$ cat src/rtl/cjb_pb_sw_conditioner_pkg.sv
// Shared constants and state encoding for the push-button / switch conditioner.
package cjb_pb_sw_conditioner_pkg;

  localparam int unsigned DB_CYCLES_DEFAULT = 16;
  localparam int unsigned CNT_W_DEFAULT     = 5;
  localparam int unsigned SW_W              = 4;

  typedef enum logic {
    StIdle = 1'b0,
    StHeld = 1'b1
  } press_state_e;

endpackage

$ cat src/rtl/cjb_debounce_v.sv
// Single-bit two-flop synchroniser followed by a saturating-compare debouncer.
module cjb_debounce_v
  import cjb_pb_sw_conditioner_pkg::*;
#(
  parameter int unsigned DB_CYCLES = DB_CYCLES_DEFAULT,
  parameter int unsigned CNT_W     = CNT_W_DEFAULT
) (
  input  logic i_clk,
  input  logic i_rst_n,
  input  logic i_raw,
  output logic o_db
);

  logic             r_sync1;
  logic             r_sync2;
  logic             r_db;
  logic [CNT_W-1:0] r_cnt;

  logic             w_db_nxt;
  logic [CNT_W-1:0] w_cnt_nxt;

  // The counter only runs while the synchronised level disagrees with the
  // debounced level; any agreeing sample restarts the stability window.
  always_comb begin
    w_db_nxt  = r_db;
    w_cnt_nxt = '0;
    if (r_sync2 != r_db) begin
      if (r_cnt == CNT_W'(DB_CYCLES - 1)) begin
        w_db_nxt = ~r_db;
      end else begin
        w_cnt_nxt = r_cnt + CNT_W'(1);
      end
    end
  end

  always_ff @(posedge i_clk) begin
    if (!i_rst_n) begin
      r_sync1 <= 1'b0;
      r_sync2 <= 1'b0;
      r_db    <= 1'b0;
      r_cnt   <= '0;
    end else begin
      r_sync1 <= i_raw;
      r_sync2 <= r_sync1;
      r_db    <= w_db_nxt;
      r_cnt   <= w_cnt_nxt;
    end
  end

  assign o_db = r_db;

endmodule

$ cat src/rtl/cjb_pb_sw_conditioner.sv
// Debounces PB1 and four switches, then captures the switch value on each press
// and tracks unread / overrun status for the processor input port.
module cjb_pb_sw_conditioner
  import cjb_pb_sw_conditioner_pkg::*;
#(
  parameter int unsigned DB_CYCLES = DB_CYCLES_DEFAULT,
  parameter int unsigned CNT_W     = CNT_W_DEFAULT
) (
  input  logic       Clock,
  input  logic       Reset,
  input  logic       PB1_raw,
  input  logic [3:0] SW_raw,
  input  logic       rd_ack,
  output logic       PB1,
  output logic [3:0] SW,
  output logic       PB1_pulse,
  output logic [3:0] SW_cap,
  output logic       in_valid,
  output logic       overrun
);

  logic            w_pb1_db;
  logic [SW_W-1:0] w_sw_db;

  cjb_debounce_v #(
    .DB_CYCLES (DB_CYCLES),
    .CNT_W     (CNT_W)
  ) u_db_pb1 (
    .i_clk   (Clock),
    .i_rst_n (Reset),
    .i_raw   (PB1_raw),
    .o_db    (w_pb1_db)
  );

  for (genvar g = 0; g < SW_W; g++) begin : g_sw_db
    cjb_debounce_v #(
      .DB_CYCLES (DB_CYCLES),
      .CNT_W     (CNT_W)
    ) u_db_sw (
      .i_clk   (Clock),
      .i_rst_n (Reset),
      .i_raw   (SW_raw[g]),
      .o_db    (w_sw_db[g])
    );
  end

  press_state_e    r_state;
  press_state_e    w_state_nxt;
  logic            w_capture;

  logic            r_pulse;
  logic [SW_W-1:0] r_sw_cap;
  logic            r_in_valid;
  logic            r_overrun;

  logic [SW_W-1:0] w_sw_cap_nxt;
  logic            w_in_valid_nxt;
  logic            w_overrun_nxt;

  always_comb begin
    w_state_nxt = r_state;
    w_capture   = 1'b0;
    case (r_state)
      StIdle: begin
        if (w_pb1_db) begin
          w_state_nxt = StHeld;
          w_capture   = 1'b1;
        end
      end
      StHeld: begin
        if (!w_pb1_db) begin
          w_state_nxt = StIdle;
        end
      end
      default: w_state_nxt = StIdle;
    endcase
  end

  // A capture beats a coincident acknowledge: the new value is unread, and the
  // old one counts as consumed rather than overrun.
  always_comb begin
    w_sw_cap_nxt   = r_sw_cap;
    w_in_valid_nxt = r_in_valid;
    w_overrun_nxt  = r_overrun;
    if (w_capture) begin
      w_sw_cap_nxt   = w_sw_db;
      w_in_valid_nxt = 1'b1;
      w_overrun_nxt  = r_in_valid & ~rd_ack;
    end else if (rd_ack && r_in_valid) begin
      w_in_valid_nxt = 1'b0;
      w_overrun_nxt  = 1'b0;
    end
  end

  always_ff @(posedge Clock) begin
    if (!Reset) begin
      r_state    <= StIdle;
      r_pulse    <= 1'b0;
      r_sw_cap   <= '0;
      r_in_valid <= 1'b0;
      r_overrun  <= 1'b0;
    end else begin
      r_state    <= w_state_nxt;
      r_pulse    <= w_capture;
      r_sw_cap   <= w_sw_cap_nxt;
      r_in_valid <= w_in_valid_nxt;
      r_overrun  <= w_overrun_nxt;
    end
  end

  assign PB1       = w_pb1_db;
  assign SW        = w_sw_db;
  assign PB1_pulse = r_pulse;
  assign SW_cap    = r_sw_cap;
  assign in_valid  = r_in_valid;
  assign overrun   = r_overrun;

endmodule

$ cat config.mk
export PLATFORM = sky130hd
export DESIGN_NAME = cjb_pb_sw_conditioner
export DESIGN_NICKNAME = d
export VERILOG_FILES = /design/src/rtl/cjb_pb_sw_conditioner_pkg.sv /design/src/rtl/cjb_debounce_v.sv /design/src/rtl/cjb_pb_sw_conditioner.sv
export SDC_FILE = /design/constraint.sdc
export NUM_CORES = 1
export LEC_CHECK = 0
export ABC_CLOCK_PERIOD_IN_PS = 1490
export BUFFER_PORTS_ARGS = -buffer_cell sky130_fd_sc_hd__buf_2
export CAP_MARGIN = 0
export CORE_MARGIN = 3
export CORE_UTILIZATION = 56
export DETAILED_ROUTE_END_ITERATION = 6
export PLACE_DENSITY = 0.77
export SETUP_SLACK_MARGIN = 0.5
export SKIP_CTS_REPAIR_TIMING = 1
export SYNTH_ARGS = -nofsm -noshare
export SYNTH_HDL_FRONTEND = slang
export SYNTH_HIERARCHICAL = 1
export SYNTH_SLANG_ARGS = --single-unit
$ cat constraint.sdc
create_clock -name Clock -period 1.49 [get_ports Clock]
set_input_delay 0.0745 -clock Clock [delete_from_list [all_inputs] [get_ports Clock]]
set_output_delay 0.0745 -clock Clock [all_outputs]
set_load 0.1 [all_outputs]
==> run_results.csv <==
group,metric,value,unit
detailed_routing,vias,1140,
floorplanning,core.rowCount,19,
yosys,synth.top_cell.area_share,55.1,%
placed_design,pre_cts_ws,0.311,ns
finish,antenna_cells,0,
floorplanning,fp.dieH,61.8,um
detailed_routing,ant_nets,0,
clock_tree,cts.path.max_buffers,2,
setup_path,crit_path_end,"g_sw_db[0].u_db_sw/r_cnt[2]$_SDFF_PP0_",
setup_path,cp_slowest_cell,"dfxtp_4",
detailed_routing,vias_per_cell,4.98,
setup_path,worstSetupPathType,"reg2reg",
setup_path,crit_start,"g_sw_db[0].u_db_sw/r_cnt[0]$_SDFF_PP0_",
placed_design,place_congestion,0.639,
finish,nets,215,
yosys,synth_nets,179,
setup_path,cp_common_cell,"ha_4",
sta,setup_viol,0,
status,outcome,"finished clean",
setup_path,r2r_slack,0.27,ns
placed_design,place_hpwl,2010,um
clock_tree,clk_pin_slew,0.13,ns
yosys,synth_top_family_by_area,"simple AND/OR/NAND/NOR gates",
floorplanning,die_area,0.00382,sq mm
yosys,synth-xor-area-share,7.53,%
yosys,syn_area,0.00175,sq mm
yosys,syn_inst,161,
clock_tree,cts_tree,"done",
sta,slew_violations,0,
sta,finalCriticalPeriod,1.22,ns
sta,fin_tns_setup,0,ns
finish,nFillCells,150,
detailed_routing,drtPass1Iterations,4,
setup_path,worstPathRequired,1.79,ns
pwr,power.leakage,0.982,nW
floorplanning,die_x,61.8,um
global_route,grt_max_degree,29,
sta,hold_viol,0,
sta,finClkSkew,0.0124,ns
global_route,gr-total-overflow,0,
clock_tree,cts_root_buffer,"clkbuf_4",
sta,worst_pin_slew,0.559,ns
detailed_routing,drtIter0Drc,48,
setup_path,cp-start-kind,"flop",
worst_hold_path,hp-class,"in2reg",
global_route,antenna_found_initial,0,
setup_path,slowest_delay,0.38,ns
yosys,syn_area_per_cell,10.8,sq um
yosys,synth_cell_types,17,
sta,rsz0062_at_grt,"yes",
finish,final_common_cell,"dfxtp_1",
yosys,synth_compound_area_share,0.430,%
pwr,powerDensity,845,mW/mm^2
detailed_routing,drt-total-wl,3280,um
setup_path,crit_path_cell_trace,"ha_4 > and3_4 > ha_4 > nand3b_4 > nor2_1",
clock_tree,insertion_delay,0.35,ns
pwr,power,2.11,mW
yosys,synth_seq_cells,48,
finish,finish.utilization,87.3,%
detailed_routing,drc,0,
sta,fin_crit_sh,81.7,%
yosys,ys_warn_count,6,
finish,drive_gt1_share,44.9,%
finish,syn_to_final_growth,42.7,%
setup_path,end_kind,"flop",
setup_path,r2r_end,"g_sw_db[0].u_db_sw/r_cnt[2]$_SDFF_PP0_",
global_route,grt_pass1_vias,1116,
clock_tree,h-tree-depth,2,
placed_design,io_buffers,19,
sta,setup_slack,0.272,ns
detailed_routing,wl_per_cell,14.3,um
yosys,synthMuxAreaShare,5.73,%
flow_run,drv_cap,0,
setup_path,critical_path.max_fanout,5,
yosys,synthAdderAreaFrac,7.17,%
setup_path,arrival,1.52,ns
pwr,peakVddDrop,0.000795,V
yosys,synth.largest_area_cell,"dfxtp_1",
yosys,synthTopCellsByArea,"dfxtp_1 (55%), ha_1 (7.2%), mux2i_1 (5.7%)",
yosys,synth_seq_area_share,55.1,%
clock_tree,cts.sinks,48,
sta,fmaxAchievable,821,MHz
global_route,grt_use_total,17.1,%
setup_path,r2r-start,"g_sw_db[0].u_db_sw/r_cnt[0]$_SDFF_PP0_",
setup_path,reg2regPathDepth,5,
floorplanning,start_util,61.2,%
floorplanning,coreArea,0.00285,sq mm
finish,layout_common_cells,"dfxtp_1 (26), dfxtp_2 (13), nor2_1 (13)",
global_route,grt_pass1_wl,4550,um
yosys,synthSimpleGateAreaFrac,21.3,%
clock_tree,cts_buffers,5,
sta,relSlewSlack,62.7,%
floorplanning,io_pins,20,
[flip-flops by register name, indices dropped and copies added, names as in the netlist, 4 cells and up]
name,cells
g_sw_db.u_db_sw/r_sync1,4
g_sw_db.u_db_sw/r_sync2,4
u_db_pb1/r_cnt,5
g_sw_db.u_db_sw/o_db,4
g_sw_db.u_db_sw/r_cnt,20
SW_cap,4
[synth_stat cells]
master    instances
buf_6             1
and3_1            5
inv_1            10
nand2_1           2
mux2i_1          10
nand3b_2          5
xnor2_1           5
o21a_1            1
nand3_1           5
nor2_1           26
ha_1             10
and2_1           10
and2_2            2
nor2b_1          10
nor2b_4           1
dfxtp_1          48
xor2_1           10
[per-layer routing]
| metal | up-vias | track usage [%] | part of all wire (%) |
|---|---|---|---|
| li1 | 586 | - | - |
| met1 | 526 | 17.0 | 39 |
| met2 | 21 | 31.2 | 56 |
| met3 | 7 | 4.96 | 3.3 |
| met4 | 0 | 10.0 | 1.8 |
| met5 | - | 0 | 0 |
[worst max-delay path, delay by kind of cell, from the launching register on]
kind                     cells  cell delay [ns]
AND/OR/NAND/NOR              3             0.47
flip-flops                   1             0.38
adder cells (fa/ha/maj)      2             0.32
[cell families after synthesis]
logic type,after synthesis
simple gates,66
flops,48
xor+xnor,15
buf+inv,11
mux,10
fa+ha+maj,10
compound gates,1
[how the worst min path moves through the flow]
stage,start,end,slack [ns],cells past startpoint
after CTS,SW_raw[1],g_sw_db[1].u_db_sw/r_sync1$_SDFF_PN0_,-0.09,2
after detailed placement,SW_raw[2],g_sw_db[2].u_db_sw/r_sync1$_SDFF_PN0_,0.29,2
after global routing,Reset,overrun$_SDFFE_PN0P_,0.22,3
after floorplan,Reset,overrun$_SDFFE_PN0P_,0.19,2
final,Reset,overrun$_SDFFE_PN0P_,0.21,3
after global placement,PB1_raw,u_db_pb1/r_sync1$_SDFF_PN0_,0.28,2
[report_power, final]
group | total, mW | internal, mW | leakage [nW] | switching (mW)
Sequential | 1.30 | 1.29 | 0.403 | 0.0106
Clock | 0.735 | 0.352 | 0.0422 | 0.383
Combinational | 0.0753 | 0.0385 | 0.537 | 0.0368
Total | 2.11 | 1.68 | 0.982 | 0.430
[through the flow]
step                      cells  hold WS, ns  instance area (sq um)
after floorplan             161        0.186                   1980
after global placement      210        0.281                   2100
after detailed placement    210        0.289                   2100
after CTS                   218      -0.0947                   2180
after global routing        229        0.222                   2490
final                       229        0.208                   2490
[layout make-up]
type	count	area (sq um)	area share [%]
Timing Repair Buffer	30	360	14.5
Tap cell	31	38.8	1.56
Clock inverter	2	35.0	1.41
Sequential cell	48	1010	40.6
Clock buffer	6	41.3	1.66
Multi-Input combinational cell	102	967	38.8
Inverter	10	37.5	1.51
Note: power is estimated with default switching activity, not from simulation.
